**src/rtl/l2_slave_rr_arbiter_pkg.sv**
```systemverilog
// Shared L2 interconnect definitions: default bank geometry, arbiter pointer width
// and the packed request payload carried from a master to the memory bank.
package l2_slave_rr_arbiter_pkg;

    localparam int L2_N_MASTER   = 4;
    localparam int L2_PTR_WIDTH  = $clog2(L2_N_MASTER);
    localparam int L2_ID_WIDTH   = L2_N_MASTER;
    localparam int L2_ADDR_WIDTH = 16;
    localparam int L2_DATA_WIDTH = 64;
    localparam int L2_BE_WIDTH   = L2_DATA_WIDTH / 8;

    typedef struct packed {
        logic [L2_ADDR_WIDTH-1:0] add;
        logic                     wen;
        logic [L2_DATA_WIDTH-1:0] wdata;
        logic [L2_BE_WIDTH-1:0]   be;
        logic [L2_ID_WIDTH-1:0]   id;
    } l2_req_t;

endpackage

```
**src/rtl/l2_slave_rr_arbiter_prio_select.sv**
```systemverilog
// Combinational round-robin search: first requester at or after ptr, wrapping to 0.
module rr_prio_select_l2
    import l2_slave_rr_arbiter_pkg::*;
#(
    parameter int N_MASTER  = L2_N_MASTER,
    parameter int PTR_WIDTH = L2_PTR_WIDTH
) (
    input  logic [N_MASTER-1:0]  req,
    input  logic [PTR_WIDTH-1:0] ptr,
    output logic [PTR_WIDTH-1:0] winner,
    output logic                 any_valid
);

    // Lowest requester overall covers the wrap; a requester at or above ptr overrides it.
    always_comb begin
        winner    = '0;
        any_valid = |req;
        for (int i = N_MASTER - 1; i >= 0; i--) begin
            if (req[i]) begin
                winner = PTR_WIDTH'(i);
            end
        end
        for (int i = N_MASTER - 1; i >= 0; i--) begin
            if (req[i] && (i >= int'(ptr))) begin
                winner = PTR_WIDTH'(i);
            end
        end
    end

endmodule

```
**src/rtl/l2_slave_rr_arbiter.sv**
```systemverilog
// Round-robin arbiter in front of one L2 memory bank; routes the one-cycle
// read/write response back to the granted master by its one-hot ID.
module l2_slave_rr_arbiter
    import l2_slave_rr_arbiter_pkg::*;
#(
    parameter int N_MASTER   = L2_N_MASTER,
    parameter int ID_WIDTH   = N_MASTER,
    parameter int ADDR_WIDTH = L2_ADDR_WIDTH,
    parameter int DATA_WIDTH = L2_DATA_WIDTH,
    parameter int BE_WIDTH   = DATA_WIDTH / 8
) (
    input  logic                                 clk,
    input  logic                                 rst_n,
    input  logic [N_MASTER-1:0]                  data_req_i,
    input  logic [N_MASTER-1:0][ADDR_WIDTH-1:0]  data_add_i,
    input  logic [N_MASTER-1:0]                  data_wen_i,
    input  logic [N_MASTER-1:0][DATA_WIDTH-1:0]  data_wdata_i,
    input  logic [N_MASTER-1:0][BE_WIDTH-1:0]    data_be_i,
    input  logic [N_MASTER-1:0][ID_WIDTH-1:0]    data_ID_i,
    output logic [N_MASTER-1:0]                  data_gnt_o,
    output logic                                 data_req_o,
    output logic [ADDR_WIDTH-1:0]                data_add_o,
    output logic                                 data_wen_o,
    output logic [DATA_WIDTH-1:0]                data_wdata_o,
    output logic [BE_WIDTH-1:0]                  data_be_o,
    output logic [ID_WIDTH-1:0]                  data_ID_o,
    input  logic                                 data_gnt_i,
    input  logic [DATA_WIDTH-1:0]                data_r_rdata_i,
    output logic [N_MASTER-1:0]                  data_r_valid_o,
    output logic [DATA_WIDTH-1:0]                data_r_rdata_o,
    output logic [ID_WIDTH-1:0]                  data_r_ID_o
);

    logic [L2_PTR_WIDTH-1:0] rr_ptr;
    logic [L2_PTR_WIDTH-1:0] winner;
    logic                    any_req;
    logic                    handshake;
    logic                    r_pending;
    logic [ID_WIDTH-1:0]     r_ID;
    l2_req_t                 sel;

    rr_prio_select_l2 #(
        .N_MASTER  (N_MASTER),
        .PTR_WIDTH (L2_PTR_WIDTH)
    ) u_prio (
        .req       (data_req_i),
        .ptr       (rr_ptr),
        .winner    (winner),
        .any_valid (any_req)
    );

    assign data_req_o = any_req;
    assign handshake  = any_req & data_gnt_i;

    always_comb begin
        sel = '0;
        if (any_req) begin
            sel.add   = data_add_i[winner];
            sel.wen   = data_wen_i[winner];
            sel.wdata = data_wdata_i[winner];
            sel.be    = data_be_i[winner];
            sel.id    = data_ID_i[winner];
        end
    end

    always_comb begin
        data_gnt_o = '0;
        if (any_req) begin
            data_gnt_o[winner] = data_gnt_i;
        end
    end

    assign data_add_o   = sel.add;
    assign data_wen_o   = sel.wen;
    assign data_wdata_o = sel.wdata;
    assign data_be_o    = sel.be;
    assign data_ID_o    = sel.id;

    // Pointer only moves on a handshake so a stalled winner keeps its turn.
    always_ff @(posedge clk or negedge rst_n) begin
        if (!rst_n) begin
            rr_ptr    <= '0;
            r_pending <= 1'b0;
            r_ID      <= '0;
        end else begin
            r_pending <= handshake;
            if (handshake) begin
                rr_ptr <= (winner == L2_PTR_WIDTH'(N_MASTER - 1)) ? '0 : winner + 1'b1;
                r_ID   <= sel.id;
            end
        end
    end

    assign data_r_valid_o = {N_MASTER{r_pending}} & r_ID;
    assign data_r_ID_o    = r_ID;
    assign data_r_rdata_o = data_r_rdata_i;

endmodule

```
**config.mk**
```make
export PLATFORM = sky130hd
export DESIGN_NAME = l2_slave_rr_arbiter
export DESIGN_NICKNAME = d
export VERILOG_FILES = /design/src/rtl/l2_slave_rr_arbiter_pkg.sv /design/src/rtl/l2_slave_rr_arbiter_prio_select.sv /design/src/rtl/l2_slave_rr_arbiter.sv
export SDC_FILE = /design/constraint.sdc
export NUM_CORES = 1
export LEC_CHECK = 0
export BUFFER_PORTS_ARGS = -buffer_cell sky130_fd_sc_hd__buf_2
export CORE_AREA = 2 2 238 240
export CTS_CLUSTER_SIZE = 40
export DETAILED_ROUTE_END_ITERATION = 7
export DIE_AREA = 0 0 240 242
export GPL_ROUTABILITY_DRIVEN = 0
export PLACE_DENSITY_LB_ADDON = 0.1
export SKIP_CTS_REPAIR_TIMING = 1
export SYNTH_ARGS = -nofsm -noshare
export SYNTH_HDL_FRONTEND = slang
export SYNTH_SLANG_ARGS = --single-unit
export TNS_END_PERCENT = 30
```
**constraint.sdc**
```tcl
create_clock -name clk -period 2.2 [get_ports clk]
set_clock_uncertainty 0.05 [all_clocks]
set_input_delay 0.22 -clock clk [delete_from_list [all_inputs] [get_ports clk]]
set_output_delay 0.22 -clock clk [all_outputs]
set_load 0.01 [all_outputs]
```
==> results of run 1 <==
## layer usage
| layer | vias to the layer above | GRT usage [%] | part of all wire [%] |
|---|---|---|---|
| met3 | 51 | 2.12 | 7.0 |
| met1 | 3275 | 11.0 | 37 |
| li1 | 3405 | - | - |
| met2 | 337 | 19.3 | 53 |
| met4 | 2 | 3.31 | 2.9 |
| met5 | - | 0 | 0.029 |
## synthesized netlist by cell type
| library cell | number |
|---|---|
| and3_1 | 97 |
| o221ai_1 | 4 |
| buf_4 | 67 |
| nand2_1 | 189 |
| buf_2 | 24 |
| mux2i_1 | 4 |
| and2_1 | 5 |
| inv_1 | 2 |
| a21boi_1 | 1 |
| clkbuf_1 | 51 |
| a311oi_1 | 89 |
| nor2b_1 | 1 |
| nor3_1 | 1 |
| a211oi_1 | 97 |
| buf_1 | 1 |
| a21oi_1 | 5 |
| nor3b_1 | 1 |
| nand2b_1 | 3 |
| dfrtp_1 | 7 |
| buf_6 | 2 |
| nor4_1 | 1 |
| a31oi_1 | 1 |
| inv_2 | 2 |
| o31ai_1 | 1 |
| o221a_2 | 1 |
| clkinv_2 | 1 |
| nand3b_1 | 1 |
| ha_1 | 4 |
## worst paths after layout
path | end | slack, ns | depth (start not counted)
min in group asynchronous | data_r_ID_o[1] | 0.33 | 2
worst max-delay path | data_ID_o[1] | -0.36 | 9
max in group asynchronous | r_pending | 1.59 | 2
worst max register to register | data_r_ID_o[3] | 0.05 | 10
worst min register to register | data_r_ID_o[0] | 0.49 | 2
worst min-delay path | data_r_ID_o[0] | 0.28 | 3
## cell families (layout without fill, tap and decap cells)
group / Yosys count / count (layout) / share of synthesized area (%)
other: 0 / 3 / 0
multiplexers: 4 / 4 / 0.971
adder cells (fa/ha/maj): 4 / 4 / 1.21
AND/OR/NAND/NOR: 299 / 299 / 33.9
AO/OA/AOI/OAI: 199 / 199 / 38.8
buffers and inverters: 150 / 628 / 20.9
flip-flops: 7 / 7 / 4.25
## area by class of cell
type	count	area (um2)	share of cell area (%)
Tap cell	756	946	10.7
Timing Repair Buffer	618	4030	45.4
Clock buffer	4	78.8	0.888
Inverter	5	38.8	0.437
Multi-Input combinational cell	506	3590	40.5
Sequential cell	7	175	1.97
Timing Repair inverter	1	8.76	0.0986
Antenna cell	3	7.51	0.0845
## registers in the layout (all words and copies together), names as in the netlist
name / flops
data_r_ID_o: 4
rr_ptr: 2
r_pending: 1
## power groups by stage
stage          registers, mW  logic, mW  clock network (mW)
2_1_floorplan          0.233       3.51                   0
3_3_place_gp           0.229       7.10                   0
3_5_place_dp           0.232       7.01                   0
4_1_cts                0.232       7.03               0.326
5_1_grt                0.241       9.21               0.334
6_report               0.234       8.47               0.315
## tightest hold or removal path: cells and delay by family
family / cells / cell delay [ns]
AOI/OAI and AO/OA: 2 / 0.22
buffers and inverters: 1 / 0.09
## per-stage QoR
stage	cells	hold WS, ns
2_1_floorplan	663	-0.126
3_3_place_gp	1861	0.0247
3_5_place_dp	1861	0.0225
4_1_cts	1865	-0.225
5_1_grt	1899	0.300
6_report	1900	0.285
==> results.sh, run 1 <==
export IMPL_syn2layout_area_growth_pct=115
export IMPL_fillers=6563
export IMPL_syn_num_nets=1110
export IMPL_via_per_inst=3.72
export IMPL_combPwrFrac_pct=93.9
export IMPL_drive_gt1_share_pct=62.4
export IMPL_most_common_layout_cells="buf_2, nand2_1, and3_1, buf_4, a211oi_1"
export IMPL_power_share_clock_pct=3.5
export IMPL_p_seq_share_pct=2.6
export IMPL_clkSinkCount=7
export IMPL_setup_tns_ns=-26.93
export IMPL_layout_commonest_cell="buf_2"
export IMPL_synth_cell_types=28
export IMPL_syn_area_mm2=0.00413
export IMPL_tightestPinTransition_ns=0.442
export IMPL_period_share_pct=116
export IMPL_vias=7070
export IMPL_crit_type="reg2out"
export IMPL_crit_family="buffers and inverters"
export IMPL_violations="negative setup slack"
export IMPL_worstPathMaxFanout=10
export IMPL_cts_tree="built"
export IMPL_internal_power_mw=4.49
export IMPL_preCtsSetupSlack_ns=-0.338
export IMPL_drc=0
export IMPL_root_buffer="clkbuf_16"
export IMPL_leakage_nw=4.31
export IMPL_first_pass_iters=4
export IMPL_die_x_um=240
export IMPL_power_switching_mw=4.53
export IMPL_clk_latency_ns=0.23
export IMPL_grt_overflow=0
export IMPL_drv_cap=0
export IMPL_wl_per_cell_um=18.4
export IMPL_io_pins=613
export IMPL_portBuffers=484
export IMPL_p_per_area_mw_per_mm2=1020
export IMPL_coreArea_mm2=0.0557
export IMPL_final_setup_worst_slack_ns=-0.358
export IMPL_cts_reportedPaths_clkPinSlew_ns=0.04
export IMPL_fin_nets=1589
export IMPL_slowest_delay_ns=0.39
export IMPL_slew_headroom_pct=70.3
export IMPL_ys_seq_area_share_pct=4.25
export IMPL_switching_share_pct=50.2
export IMPL_dp_hpwl_mm=26.2
export IMPL_r2r_start="rr_ptr[0]"
export IMPL_synth_area_leader_cell="a311oi_1"
export IMPL_crit_path_start="rr_ptr[1]"
export IMPL_finalHoldViolations=0
export IMPL_status="finished, violations left"
export IMPL_row_count=87
export IMPL_cts_htree_levels=1
export IMPL_placed_area_mm2=0.00770
export IMPL_grt_util_all_layers_pct=10.2
export IMPL_grt_max_degree=52
export IMPL_syn_instance_count=663
export IMPL_hp_class="in2reg"
export IMPL_ir_worst_vdd_mv=0.372
export IMPL_synth_top_area_share_pct=18.9
export IMPL_fmax_ghz=0.391
export IMPL_ys_ff_latch=7
export IMPL_synthTopCellsByArea="a311oi_1, a211oi_1, nand2_1, and3_1, buf_4"
export IMPL_finalCriticalPeriod_ns=2.56
export IMPL_rsz0062_at_grt="yes"
export IMPL_final_max_slew_viol_count=0
export IMPL_hold_start="data_ID_i[0]"
export IMPL_critPathLaunchType="flip-flop"
export IMPL_required_ns=1.93
export IMPL_final_area_mm2=0.00888
export IMPL_grt_pass1_vias=7314
export IMPL_die_height_um=242
export IMPL_cts_buffers_inserted=3
export IMPL_grt_first_pass_wirelength_mm=45.3
export IMPL_clockBufferDepth=2
export IMPL_cp_buffers_inverters=5
export IMPL_path_cells="buf_6 > o221a_4 > and2_4 > buf_8 > buf_4 > clkbuf_16 > mux2i_4 > a211oi_1 > buf_2"
export IMPL_drt_iter0_markers=165
export IMPL_utilization_pct=15.9
export IMPL_synth_area_per_cell_um2=6.22
export IMPL_setup_viol=97
export IMPL_arrival_ns=2.29
export IMPL_drt_total_wl_mm=34.9
export IMPL_ant_nets=0
export IMPL_power_mw=9.02
export IMPL_grt_antenna_before_repair=3
export IMPL_start_util_pct=7.40
export IMPL_yosysWarnings=0
export IMPL_slowest_stage="dfrtp_1"
export IMPL_dieArea_mm2=0.0581
export IMPL_crit_path_end_kind="primary output"
Power figures use the tool's default switching activity.
==> inputs of run 2 (changes only) <==
==> constraint.sdc (replaced) <==
create_clock -name clk -period 2.2 [get_ports clk]
set_clock_uncertainty 0.05 [all_clocks]
set_input_delay 0.22 -clock clk [delete_from_list [all_inputs] [get_ports clk]]
set_output_delay 0.22 -clock clk [all_outputs]
set_load 0.05 [all_outputs]
==> run 2 against run 1 <==
Highest routed layer unchanged. Flip-flop and latch count stayed put. Hold slack better by 0.019 ns. Sequential power is 4% higher. The run still ends with negative setup slack left.
==> results.sh, run 2 (synthesis gave the netlist of run 1 again) <==
export IMPL_status="finished, violations left"
export IMPL_violations="negative setup slack"
export IMPL_tightestPinTransition_ns=0.507
export IMPL_grt_util_all_layers_pct=10.3
export IMPL_crit_path_end_kind="primary output"
export IMPL_drt_iter0_markers=178
export IMPL_root_buffer="clkbuf_16"
export IMPL_grt_first_pass_wirelength_mm=45.8
export IMPL_hp_class="in2reg"
export IMPL_layout_commonest_cell="buf_2"
export IMPL_utilization_pct=17.5
export IMPL_period_share_pct=120
export IMPL_seq_area_um2=178
export IMPL_fin_nets=1566
export IMPL_most_common_layout_cells="buf_2, nand2_1, buf_4, and3_1, a211oi_1"
export IMPL_finalCriticalPeriod_ns=2.63
export IMPL_cts_buffers_inserted=3
export IMPL_slew_headroom_pct=66.2
export IMPL_die_height_um=242
export IMPL_coreArea_mm2=0.0557
export IMPL_grt_max_degree=38
export IMPL_clkSinkCount=7
export IMPL_fillers=6480
export IMPL_multiInputGateArea_mm2=0.00412
export IMPL_drive_gt1_share_pct=65.6
export IMPL_final_max_slew_viol_count=0
export IMPL_clk_latency_ns=0.23
export IMPL_arrival_ns=2.36
export IMPL_vias=7078
export IMPL_cts_reportedPaths_clkPinSlew_ns=0.04
export IMPL_final_setup_worst_slack_ns=-0.432
export IMPL_grt_overflow=0
export IMPL_cts_tree="built"
export IMPL_grt_busiest_layer="met2"
export IMPL_portBuffers=484
export IMPL_whs_ns=0.303
export IMPL_via_per_inst=3.77
export IMPL_cts_htree_levels=1
export IMPL_critPathLaunchType="flip-flop"
export IMPL_rsz0062_at_grt="yes"
export IMPL_finalHoldViolations=0
export IMPL_fmax_ghz=0.380
export IMPL_drt_total_wl_mm=34.1
export IMPL_drv_cap=0
export IMPL_start_util_pct=7.40
export IMPL_clockBufferDepth=2
export IMPL_drc=0
export IMPL_cp_buffers_inverters=4
export IMPL_leakage_nw=4.49
export IMPL_grt_antenna_before_repair=10
export IMPL_path_cells="buf_6 > nand3b_1 > o221a_4 > buf_16 > buf_16 > and3_4 > a211oi_1 > a311oi_1 > buf_4"
export IMPL_setup_tns_ns=-31.66
export IMPL_grt_pass1_vias=7474
export IMPL_dp_hpwl_mm=26.8
export IMPL_ant_nets=0
export IMPL_largest_register_ffs=4
export IMPL_crit_family="buffers and inverters"
export IMPL_row_count=87
export IMPL_grt_met2_usage_pct=19.5
export IMPL_wl_per_cell_um=18.1
export IMPL_die_x_um=240
export IMPL_crit_type="reg2out"
export IMPL_slowest_stage="dfrtp_2"
export IMPL_preCtsSetupSlack_ns=-0.258
export IMPL_use_met1_pct=10.9
export IMPL_io_pins=613
export IMPL_syn2layout_area_growth_pct=137
export IMPL_dieArea_mm2=0.0581
export IMPL_cp_common_cell="buf_16"
export IMPL_grt_met3_usage_pct=2.43
export IMPL_setup_viol=97
export IMPL_slowest_delay_ns=0.43
export IMPL_ir_worst_vdd_mv=0.524
export IMPL_p_per_area_mw_per_mm2=1400
export IMPL_worstPathMaxFanout=37
export IMPL_power_mw=13.7
export IMPL_first_pass_iters=4
export IMPL_required_ns=1.93
[run 2: changes by cell type in the layout (fill, tap and decap cells not counted), moves of 4 or more]
| cell | change |
|---|---|
| a211oi_1 | -6 |
| a211oi_2 | +6 |
| a311oi_1 | -25 |
| a311oi_4 | +27 |
| buf_12 | +16 |
| buf_2 | -89 |
| buf_4 | +10 |
| buf_6 | +44 |
| buf_8 | -4 |
| clkbuf_16 | -4 |
| nand2_1 | -11 |
| nand2_2 | +7 |
| nand2_4 | +4 |
[run 2: area by class of cell]
type | count | area share (%)
Timing Repair Buffer | 596 | 45.0
Multi-Input combinational cell | 506 | 42.2
Tap cell | 756 | 9.69
Sequential cell | 7 | 1.82
Clock buffer | 4 | 0.808
Inverter | 5 | 0.397
Antenna cell | 3 | 0.0769
[run 2: final timing paths]
kind	startpoint	endpoint	slack, ns	cells after the start
min in group asynchronous	rst_n	data_r_ID_o[1]	0.34	2
worst max register to register	rr_ptr[0]	data_r_ID_o[0]	0.05	9
max in group asynchronous	rst_n	rr_ptr[1]	1.58	2
worst max-delay path	rr_ptr[0]	data_wdata_o[26]	-0.43	9
worst min-delay path	data_gnt_i	r_pending	0.30	3
worst min register to register	data_r_ID_o[1]	data_r_ID_o[1]	0.47	2
[run 2: stage by stage]
stage          instances  instance area, um2
2_1_floorplan        663                4740
3_3_place_gp        1857                8500
6_report            1877                9760
3_5_place_dp        1857                8500
4_1_cts             1861                8580
5_1_grt             1877                9760
[run 2: worst register-to-register path, delay by kind of cell, from the launching register on]
kind / cells / cell delay [ns]
muxes: 1 / 0.31
AOI/OAI and AO/OA: 2 / 0.30
and+or+nand+nor: 2 / 0.29
DFF: 1 / 0.43
buffers and inverters: 4 / 0.63
[run 2: where the power goes]
part,switching (mW),internal [mW]
sequential,0.0596,0.183
combinational,7.85,5.30
clock,0.0686,0.241
total,7.97,5.72
[run 2: routing by layer]
metal	part of all wire [%]	vias to the layer above
li1	-	3358
met1	37	3335
met2	52	329
met3	7.4	46
met4	2.7	10
met5	0.22	-
==> inputs of run 3 (changes only) <==
--- a/config.mk
+++ b/config.mk
@@ -11,8 +11,9 @@
 export DETAILED_ROUTE_END_ITERATION = 7
 export DIE_AREA = 0 0 240 242
 export GPL_ROUTABILITY_DRIVEN = 0
-export PLACE_DENSITY_LB_ADDON = 0.1
+export PLACE_DENSITY = 0.33
 export SKIP_CTS_REPAIR_TIMING = 1
+export SLEW_MARGIN = 10
 export SYNTH_ARGS = -nofsm -noshare
 export SYNTH_HDL_FRONTEND = slang
 export SYNTH_SLANG_ARGS = --single-unit
==> run 3 against run 2 <==
The flow still finishes with violations (negative setup slack). Combinational power about the same. Critical path depth did not move. Register-to-register slack improved by 0.02 ns. Fmax barely moved. Utilization grew 0.44 points. Clock power about the same. Clock-buffer cell count unchanged.
==> results.sh, run 3 (synthesis gave the netlist of run 1 again) <==
export IMPL_grt_antenna_before_repair=7
export IMPL_slew_headroom_pct=74.0
export IMPL_finalCriticalPeriod_ns=2.63
export IMPL_status="finished, violations left"
export IMPL_layout_commonest_cell="buf_2"
export IMPL_violations="negative setup slack"
export IMPL_drv_cap=0
export IMPL_io_pins=613
export IMPL_first_pass_iters=4
export IMPL_via_per_inst=3.80
export IMPL_die_x_um=240
export IMPL_fin_nets=1567
export IMPL_required_ns=1.93
export IMPL_worstPathMaxFanout=16
export IMPL_final_cells=1879
export IMPL_setup_viol=97
export IMPL_arrival_ns=2.36
export IMPL_grt_util_all_layers_pct=9.40
export IMPL_use_met1_pct=9.13
export IMPL_ir_worst_vdd_mv=0.799
export IMPL_grt_met2_usage_pct=18.1
export IMPL_cts_buffers_inserted=3
export IMPL_crit_path_end_kind="primary output"
export IMPL_root_buffer="clkbuf_16"
export IMPL_dp_cells=1855
export IMPL_rsz0062_at_grt="yes"
export IMPL_grt_met3_usage_pct=2.79
export IMPL_portBuffers=484
export IMPL_clkSinkCount=7
export IMPL_clockBufferDepth=2
export IMPL_grt_max_degree=59
export IMPL_cts_reportedPaths_clkPinSlew_ns=0.04
export IMPL_crit_type="reg2out"
export IMPL_vias=7149
export IMPL_hp_class="in2reg"
export IMPL_dieArea_mm2=0.0581
export IMPL_power_mw=13.9
export IMPL_tightestPinTransition_ns=0.390
export IMPL_final_max_slew_viol_count=0
export IMPL_seq_area_um2=178
export IMPL_multiInputGateArea_mm2=0.00441
export IMPL_p_per_area_mw_per_mm2=1390
export IMPL_wl_per_cell_um=18.0
export IMPL_grt_overflow=0
export IMPL_clk_latency_ns=0.23
export IMPL_cts_htree_levels=1
export IMPL_grt_first_pass_wirelength_mm=41.9
export IMPL_grt_busiest_layer="met2"
export IMPL_critPathLaunchType="flip-flop"
export IMPL_fillers=6401
export IMPL_leakage_nw=4.50
export IMPL_dp_hpwl_mm=25.0
export IMPL_grt_pass1_vias=7098
export IMPL_most_common_layout_cells="buf_2, nand2_1, and3_1, buf_4, buf_6"
export IMPL_drt_total_wl_mm=33.8
export IMPL_coreArea_mm2=0.0557
export IMPL_fmax_ghz=0.380
export IMPL_syn2layout_area_growth_pct=143
export IMPL_final_setup_worst_slack_ns=-0.432
export IMPL_ant_nets=0
export IMPL_finalHoldViolations=0
export IMPL_die_height_um=242
export IMPL_row_count=87
export IMPL_period_share_pct=120
export IMPL_cts_tree="built"
export IMPL_start_util_pct=7.40
export IMPL_utilization_pct=18.0
export IMPL_largest_register_ffs=4
export IMPL_drt_iter0_markers=155
export IMPL_drive_gt1_share_pct=68.5
export IMPL_drc=0
## run 3: cell type report
| class | instances | area share (%) |
|---|---|---|
| Inverter | 5 | 0.475 |
| Timing Repair Buffer | 597 | 43.3 |
| Multi-Input combinational cell | 506 | 44.1 |
| Tap cell | 756 | 9.45 |
| Antenna cell | 4 | 0.100 |
| Sequential cell | 7 | 1.78 |
| Clock buffer | 4 | 0.788 |
## run 3: power by group
group | internal, mW | switching (mW)
Clock | 0.241 | 0.0703
Combinational | 5.23 | 8.14
Sequential | 0.183 | 0.0638
## run 3: through the flow
step                      instance area (um2)  setup TNS (ns)  hold slack, ns  setup slack (ns)
after detailed placement                 8250          -26.30          0.0168            -0.487
after global routing                    10000          -44.10           0.315            -0.531
final                                   10000          -33.20           0.281            -0.432
after floorplan                          4740          -54.01          -0.126            -0.821
after global placement                   8250          -23.67          0.0160            -0.462
after CTS                                8330          -50.71          -0.225            -0.745
## run 3: worst paths after layout
kind / startpoint / to / slack [ns] / cells past startpoint
worst max-delay path: rr_ptr[1] / data_wdata_o[24] / -0.43 / 9
min in group asynchronous: rst_n / data_r_ID_o[1] / 0.33 / 2
worst max register to register: rr_ptr[1] / data_r_ID_o[0] / 0.07 / 9
max in group asynchronous: rst_n / rr_ptr[0] / 1.58 / 2
worst min-delay path: data_gnt_i / r_pending / 0.28 / 3
worst min register to register: data_r_ID_o[0] / data_r_ID_o[0] / 0.47 / 2
## run 3: layer usage
layer	up-vias	wire, um
met5	-	27
met4	4	1190
met3	52	2620
met2	382	17600
met1	3346	12400
li1	3365	-
## run 3: critical path, cell delays in order, from the launching register on
cell	delay, ns
dfrtp_2	0.45
buf_6	0.14
a31oi_4	0.22
and2_4	0.28
clkinv_8	0.12
buf_16	0.18
buf_12	0.17
a211oi_2	0.26
a311oi_1	0.09
buf_4	0.21
